[config.mk]
export PLATFORM = sky130hd
export DESIGN_NAME = col_to_row_acc
export DESIGN_NICKNAME = d
export VERILOG_FILES = /design/src/rtl/col_to_row_acc.sv
export SDC_FILE = /design/constraint.sdc
export NUM_CORES = 2
export LEC_CHECK = 0
export ABC_AREA = 1
export ABC_CLOCK_PERIOD_IN_PS = 5300
export BUFFER_PORTS_ARGS = -buffer_cell sky130_fd_sc_hd__buf_2
export CORE_AREA = 2 2 425 427
export DETAILED_ROUTE_END_ITERATION = 6
export DIE_AREA = 0 0 427 429
export PLACE_DENSITY = 0.37
export REMOVE_ABC_BUFFERS = 1
export SYNTH_ARGS = -nofsm -noshare
export SYNTH_HDL_FRONTEND = slang
export SYNTH_SLANG_ARGS = --single-unit
export TNS_END_PERCENT = 1
[constraint.sdc]
create_clock -name clk -period 5.3 [get_ports clk]
set_clock_uncertainty 0.2 [all_clocks]
set_input_delay 0.265 -clock clk [delete_from_list [all_inputs] [get_ports clk]]
set_output_delay 0.265 -clock clk [all_outputs]
set_load 0.05 [all_outputs]
[src/rtl/col_to_row_acc.sv]
// Purpose: turns transposed column vectors back into normalised row limbs and appends a carry-flush limb at the end of each frame.
// Latency: 1 cycle from beat acceptance to out_valid; one input bubble per frame while the carry limb is emitted.
// Backpressure: out_ready low holds the output register and drops in_ready; no beat is lost or duplicated.
module col_to_row_acc #(
  parameter  int BIT_LEN   = 17,
  parameter  int NUM_ROWS  = 62,
  parameter  int NUM_BEATS = 123,
  localparam int CARRY_LEN = $clog2(NUM_ROWS) + 1,
  localparam int IDX_LEN   = $clog2(NUM_BEATS + 1)
) (
  input  logic                              clk,
  input  logic                              rst_n,
  input  logic                              in_valid,
  output logic                              in_ready,
  input  logic [BIT_LEN-1:0][NUM_ROWS-1:0]  in_cols,
  input  logic                              in_last,
  output logic                              out_valid,
  input  logic                              out_ready,
  output logic [BIT_LEN-1:0]                out_limb,
  output logic [IDX_LEN-1:0]                out_idx,
  output logic                              out_last,
  output logic                              proto_err
);

  // Popcount of one column fits in PC_LEN bits; the weighted sum plus carry
  // never exceeds NUM_ROWS * 2^BIT_LEN, so SUM_LEN bits hold it exactly and
  // the carry slice sum[SUM_LEN-1:BIT_LEN] is CARRY_LEN bits wide.
  localparam int PC_LEN  = $clog2(NUM_ROWS + 1);
  localparam int SUM_LEN = BIT_LEN + CARRY_LEN;

  typedef enum logic {RUN, FLUSH} state_t;

  state_t                 state_q, state_d;
  logic [CARRY_LEN-1:0]   carry_q, carry_d;
  logic [IDX_LEN-1:0]     cnt_q, cnt_d;
  logic                   out_valid_d, out_last_d, proto_err_d;
  logic [BIT_LEN-1:0]     out_limb_d;
  logic [IDX_LEN-1:0]     out_idx_d;
  logic [SUM_LEN-1:0]     beat_sum;
  logic                   load, accept, last_beat;

  function automatic logic [PC_LEN-1:0] popcnt(input logic [NUM_ROWS-1:0] v);
    logic [PC_LEN-1:0] c;
    c = '0;
    for (int i = 0; i < NUM_ROWS; i++) c = c + PC_LEN'(v[i]);
    return c;
  endfunction

  assign load      = !out_valid || out_ready;
  assign in_ready  = (state_q == RUN) && load;
  assign accept    = in_valid && in_ready;
  assign last_beat = (cnt_q == IDX_LEN'(NUM_BEATS - 1));

  // Column popcounts weighted by bit position, plus the carry from the previous limb.
  always_comb begin
    beat_sum = SUM_LEN'(carry_q);
    for (int k = 0; k < BIT_LEN; k++) begin
      beat_sum = beat_sum + (SUM_LEN'(popcnt(in_cols[k])) << k);
    end
  end

  // Next-state and output-register logic for the RUN/FLUSH sequencer.
  always_comb begin
    state_d     = state_q;
    carry_d     = carry_q;
    cnt_d       = cnt_q;
    out_valid_d = out_valid;
    out_limb_d  = out_limb;
    out_idx_d   = out_idx;
    out_last_d  = out_last;
    proto_err_d = proto_err;

    // The held limb drains; it is replaced below if something new loads.
    if (out_valid && out_ready) out_valid_d = 1'b0;

    case (state_q)
      RUN: begin
        if (accept) begin
          out_valid_d = 1'b1;
          out_limb_d  = beat_sum[BIT_LEN-1:0];
          out_idx_d   = cnt_q;
          out_last_d  = 1'b0;
          carry_d     = beat_sum[SUM_LEN-1:BIT_LEN];
          cnt_d       = cnt_q + IDX_LEN'(1);
          if (in_last || last_beat) state_d = FLUSH;
          // in_last must coincide exactly with the final permitted beat.
          if (in_last != last_beat) proto_err_d = 1'b1;
        end
      end
      FLUSH: begin
        if (load) begin
          out_valid_d = 1'b1;
          out_limb_d  = BIT_LEN'(carry_q);
          out_idx_d   = cnt_q;
          out_last_d  = 1'b1;
          carry_d     = '0;
          cnt_d       = '0;
          state_d     = RUN;
        end
      end
      default: state_d = RUN;
    endcase
  end

  // State, accumulator and output registers; reset discards any partial frame.
  always_ff @(posedge clk or negedge rst_n) begin
    if (!rst_n) begin
      state_q   <= RUN;
      carry_q   <= '0;
      cnt_q     <= '0;
      out_valid <= 1'b0;
      out_limb  <= '0;
      out_idx   <= '0;
      out_last  <= 1'b0;
      proto_err <= 1'b0;
    end else begin
      state_q   <= state_d;
      carry_q   <= carry_d;
      cnt_q     <= cnt_d;
      out_valid <= out_valid_d;
      out_limb  <= out_limb_d;
      out_idx   <= out_idx_d;
      out_last  <= out_last_d;
      proto_err <= proto_err_d;
    end
  end

endmodule

## Word level (Yosys, flattened, before mapping)

Index checks and enable logic that the tools add are counted.
W data, S select, Z words.

- Shift operators: 0
- Muxes and demuxes: 22
- Magnitude comparators: 0
- Bitwise logic cells: 1
- Reduce and logical (&&, ||, !) cells: 8
- $mul: 0
- Div/mod/pow operators: 0
- Equality and inequality tests: 4
- Add/subtract/negate cells: 1055

Operators with widths:

| cell | number |
|---|---|
| $add A6 B1 Y6 | 952 |
| $add A5 B1 Y6 | 17 |
| $add A4 B1 Y5 | 17 |
| $add A3 B1 Y4 | 17 |
| $add A2 B1 Y3 | 17 |
| $pmux W7 S2 | 3 |
| $mux W7 | 5 |
| $add A1 B1 Y2 | 17 |
| $mux W17 | 2 |
| $pmux W17 S2 | 1 |
| $add A23 B22 Y24 | 1 |
| $add A22 B21 Y23 | 1 |
| $add A21 B20 Y22 | 1 |
| $add A20 B19 Y21 | 1 |
| $add A19 B18 Y20 | 1 |
| $add A18 B17 Y19 | 1 |
| $add A17 B16 Y18 | 1 |
| $add A16 B15 Y17 | 1 |
| $add A15 B14 Y16 | 1 |
| $add A14 B13 Y15 | 1 |
| $add A13 B12 Y14 | 1 |
| $add A12 B11 Y13 | 1 |
| $add A11 B10 Y12 | 1 |
| $add A10 B9 Y11 | 1 |
| other kinds (16) | 28 |

- RAM bits: 0
- Register bits after elaboration: 42
- Bits in read-only memories: 0
- Latch bits: 0
- Output and inout port bits: 28
- Input bits: 1059
- Memories kept: 0

## Depth between registers and ports, before layout

- Word-level depth: 80
- Depth in mapped cells: 44
- Gate-level depth less buffers: 44

## Worst setup path before layout

OpenSTA, ideal clock, no wires.

- Kind: input port to flip-flop
- Start point: in in_cols[97] in the netlist's numbering
- End point: reg out_limb[15]
- Setup slack: -4.826 ns
- Arrival: 9.803 ns
- Stages: 34
- Buffers on the path: 0
- Cells stage by stage: inv_1 > fa_1 > inv_1 > fa_1 > fa_1 > inv_1 > fa_1 > inv_1 > fa_1 > fa_1 > fa_1 > inv_1 > fa_1 > fa_1 > fa_1 > inv_1 > ha_1 > ha_1 > fa_1 > inv_1 > fa_1 > inv_1 > fa_1 > fa_1 > fa_1 > ha_1 > nor2_1 > inv_1 > nand3_1 > nand2_1 > a21oi_1 > nand2_1 > nand2_1 > o21bai_1

- Longest elaborated chain between the ends: 45

Ends and longest elaborated chain:

| what | line | RTL |
|---|---|---|
| from (decl) | 15 | `input logic [BIT_LEN-1:0][NUM_ROWS-1:0] in_cols,` |
| $add A6 B1 Y6 (27 in series) | 45 | `for (int i = 0; i < NUM_ROWS; i++) c = c + PC_LEN'(v[i]);` |
| $add A8 B7 Y9 | 58 | `beat_sum = beat_sum + (SUM_LEN'(popcnt(in_cols[k])) << k);` |
| $add A9 B8 Y10 | 58 |  |
| $add A10 B9 Y11 | 58 |  |
| $add A11 B10 Y12 | 58 |  |
| $add A12 B11 Y13 | 58 |  |
| $add A13 B12 Y14 | 58 |  |
| $add A14 B13 Y15 | 58 |  |
| [3 not listed] | - |  |
| $add A18 B17 Y19 | 58 |  |
| $add A19 B18 Y20 | 58 |  |
| $add A20 B19 Y21 | 58 |  |
| $add A21 B20 Y22 | 58 |  |
| $add A22 B21 Y23 | 58 |  |
| $add A23 B22 Y24 | 58 |  |
| $mux W17 | 78 | `if (accept) begin` |
| $pmux W17 S2 | 76 | `case (state_q)` |
| to (signal assigned) | 121 | `out_limb <= out_limb_d;` |
| to (decl) | 19 | `output logic [BIT_LEN-1:0] out_limb,` |

No other way between the ends. The select of a mux whose other input is x is not followed.
A chain may end at the register's enable or synchronous reset.

## Worst setup path in the final report

- Start point: in in_cols[99] in the netlist's numbering
- End point: reg carry_q[0]

- Longest elaborated chain between the ends: 43

Ends and longest elaborated chain:

| what | line | RTL |
|---|---|---|
| $add A6 B1 Y6 (25 in series) | 45 |  |
| $add A8 B7 Y9 | 58 |  |
| $add A9 B8 Y10 | 58 |  |
| $add A10 B9 Y11 | 58 |  |
| $add A11 B10 Y12 | 58 |  |
| $add A12 B11 Y13 | 58 |  |
| $add A13 B12 Y14 | 58 |  |
| $add A14 B13 Y15 | 58 |  |
| [3 not listed] | - |  |
| $add A18 B17 Y19 | 58 |  |
| $add A19 B18 Y20 | 58 |  |
| $add A20 B19 Y21 | 58 |  |
| $add A21 B20 Y22 | 58 |  |
| $add A22 B21 Y23 | 58 |  |
| $add A23 B22 Y24 | 58 |  |
| $mux W7 | 78 |  |
| $pmux W7 S2 | 76 |  |
| to (signal assigned) | 118 | `carry_q <= carry_d;` |
| to (decl) | 34 | `logic [CARRY_LEN-1:0] carry_q, carry_d;` |

No other way between the ends. The select of a mux whose other input is x is not followed.

==> results.json <==
{
  "cp_data_arrival_time_ns": 9.82,
  "antenna_found_initial": 51,
  "gr-usage-all-layers_pct": 13.3,
  "first_iter_violations": 484,
  "area_growth_pct": 34.9,
  "ios": 1087,
  "cp_common_cell": "fa_1",
  "maxCapViolCount": 0,
  "coreArea_um2": 178000,
  "required_ns": 5.32,
  "die_w_um": 427,
  "setup_viol": 23,
  "drc": 0,
  "cts.clk_slew.worst_paths_ns": 0.08,
  "viasPerCell": 3.51,
  "htree_levels": 2,
  "r2r-end": "out_limb[12]",
  "worstSetupPathType": "input pin to flop",
  "fp.dieH_um": 429,
  "rr_worst_depth": 19,
  "critPathMaxStageDelay_ns": 0.64,
  "ys_seq_area_share_pct": 3.11,
  "setup_ws_ns": -4.51,
  "numPortBuffers": 1086,
  "final_max_slew_viol_count": 0,
  "avgSynthCellArea_um2": 9.29,
  "final.min_clock_period_ns": 9.81,
  "layout_commonest_cell": "inv_1",
  "antenna_left": 0,
  "min_path_type": "input pin to flop",
  "wl_per_cell_um": 16.5,
  "outcome": "finished, violations left",
  "synth-main-ff-cell": "dfrtp_1",
  "holdWs_ns": 0.0395,
  "layout-drive-gt1-share_pct": 31.8,
  "reg2reg_slack_ns": -0.57,
  "synth_cell_types": 31,
  "rsz0062_at_grt": "yes",
  "cts_root_buffer": "clkbuf_16",
  "path_max_fanout": 6,
  "core.rowCount": 155,
  "grt.overflow.total": 0,
  "grt_pass1_wl_um": 181000,
  "hold_viol_final": 0,
  "dieArea_um2": 183000,
  "hpwl_um": 118000,
  "grt_max_degree": 47,
  "gp_congestion": 0.895,
  "start_util_pct": 19.0,
  "final_cell_mix": "inv_1 (1,686), buf_2 (1,085), fa_1 (913), ha_1 (263), nand2_1 (218)",
  "path_buf_inv": 9,
  "async_reset_ff_share_pct": 100,
  "timing.rr.start": "carry_q[0]",
  "ys_seq_elements": 42,
  "clock_latency_ns": 0.32,
  "max_freq_mhz": 102,
  "finalNetCount": 7271,
  "grt_pass1_vias": 30183,
  "syn-instance-count": 3644,
  "synth-edff-count": 0,
  "cp_top_family": "adder cells",
  "wl_um": 121000,
  "period_share_pct": 185,
  "tightest_slew_ns": 0.743,
  "cts_sinks": 42,
  "cts_tree": "done",
  "cp_slowest_cell": "fa_2",
  "critPathLaunchType": "input pin",
  "crit_path_end_kind": "flop",
  "hp-start": "in_valid",
  "numCtsBuffers": 5,
  "cts_max_path_buffers": 2,
  "synth_warnings": 0,
  "vias": 25593,
  "violations": "negative setup slack",
  "holdPathEnd": "out_valid",
  "first_pass_iters": 4,
  "hold_path_depth": 3,
  "relSlewSlack_pct": 50.5,
  "syn_area_um2": 33800
}
[layout make-up]
cell class	count	area (um^2)
fill	19694	132000
clock buffer	5	125
antenna	15	37.5
multi-input combinational	1882	28100
inverter	1714	6440
timing repair buffer	1274	6910
sequential	42	1050
tap	2355	2950
clock inverter	3	68.8
[worst max path at each step]
stage	end	from	cells past startpoint	slack, ns
4_1_cts	carry_q[2]	in_cols[101]	36	-4.70
5_1_grt	carry_q[2]	in_cols[859]	39	-4.90
6_report	carry_q[0]	in_cols[99]	38	-4.51
3_5_place_dp	carry_q[0]	in_cols[159]	42	-5.69
3_3_place_gp	carry_q[0]	in_cols[159]	42	-5.72
2_1_floorplan	out_limb[15]	in_cols[97]	34	-4.83
[what timing repair did]
action | 4_1_cts | 5_1_grt
pin swaps | 86 | 106
hold endpoints to repair | 42 | 0
setup buffers | 2 | 1
gates resized for setup | 188 | 136
setup endpoints to repair | 24 | 24
hold buffers | 1 | 0
[sequential cells by signal, indices dropped and copies added, names as in the netlist]
register	count
carry_q	7
proto_err	1
out_last	1
out_limb	17
cnt_q	7
out_valid	1
state_q	1
out_idx	7
[worst reg2reg max path, stage by stage, from the launching register on]
cell	delay, ns
dfrtp_1	0.37
inv_1	0.11
fa_1	0.57
fa_1	0.45
fa_1	0.55
fa_1	0.44
fa_1	0.55
fa_1	0.43
fa_1	0.49
inv_1	0.05
fa_2	0.38
fa_1	0.44
nand3_2	0.12
nand3_4	0.11
nand2_4	0.10
nor2_2	0.04
nor2_2	0.12
a21oi_1	0.07
o21ai_1	0.09
nand2_1	0.06
[synth_stat cells, types with 9 or more instances]
| library cell | instances | area share [%] |
|---|---|---|
| inv_1 | 1711 | 19 |
| nor2_1 | 46 | 0.51 |
| dfrtp_1 | 42 | 3.1 |
| a21oi_1 | 66 | 0.98 |
| xnor2_1 | 37 | 0.96 |
| ha_1 | 344 | 13 |
| fa_1 | 949 | 56 |
| o21ai_1 | 15 | 0.22 |
| nand2_1 | 260 | 2.9 |
| o21ai_0 | 20 | 0.30 |
| nand3_1 | 59 | 0.87 |
| a21o_1 | 9 | 0.20 |
| xor2_1 | 43 | 1.1 |
[cells by family after synthesis]
family / after synthesis / synth area share, %
buf+inv: 1720 / 19.2
xor+xnor: 80 / 2.07
simple gates: 388 / 4.79
fa+ha+maj: 1293 / 68.9
mux: 1 / 0.0296
compound gates: 120 / 1.93
flops: 42 / 3.11
[per-stage QoR]
stage | cells | utilization (%) | setup WS (ns) | setup TNS (ns) | cell area (um^2)
floorplan | 3638 | - | -4.83 | -108.07 | 33800
global placement | 7263 | 24.5 | -5.72 | -126.54 | 43600
detailed placement | 7263 | 24.5 | -5.69 | -126.72 | 43600
CTS | 7274 | 25.2 | -4.70 | -106.49 | 44800
global route | 7285 | 25.6 | -4.90 | -110.18 | 45600
finish | 7290 | 25.6 | -4.51 | -101.99 | 45600
[routing by layer]
layer	vias to the layer above	track usage, %	routed length, um
met5	-	0	326
met4	52	2.12	1870
met3	112	1.91	5480
met2	602	26.7	68500
met1	12477	14.6	44400
li1	12350	-	-
Power is not shown: default switching activity piles up to over one toggle a cycle in this logic, so the estimate is an artifact.
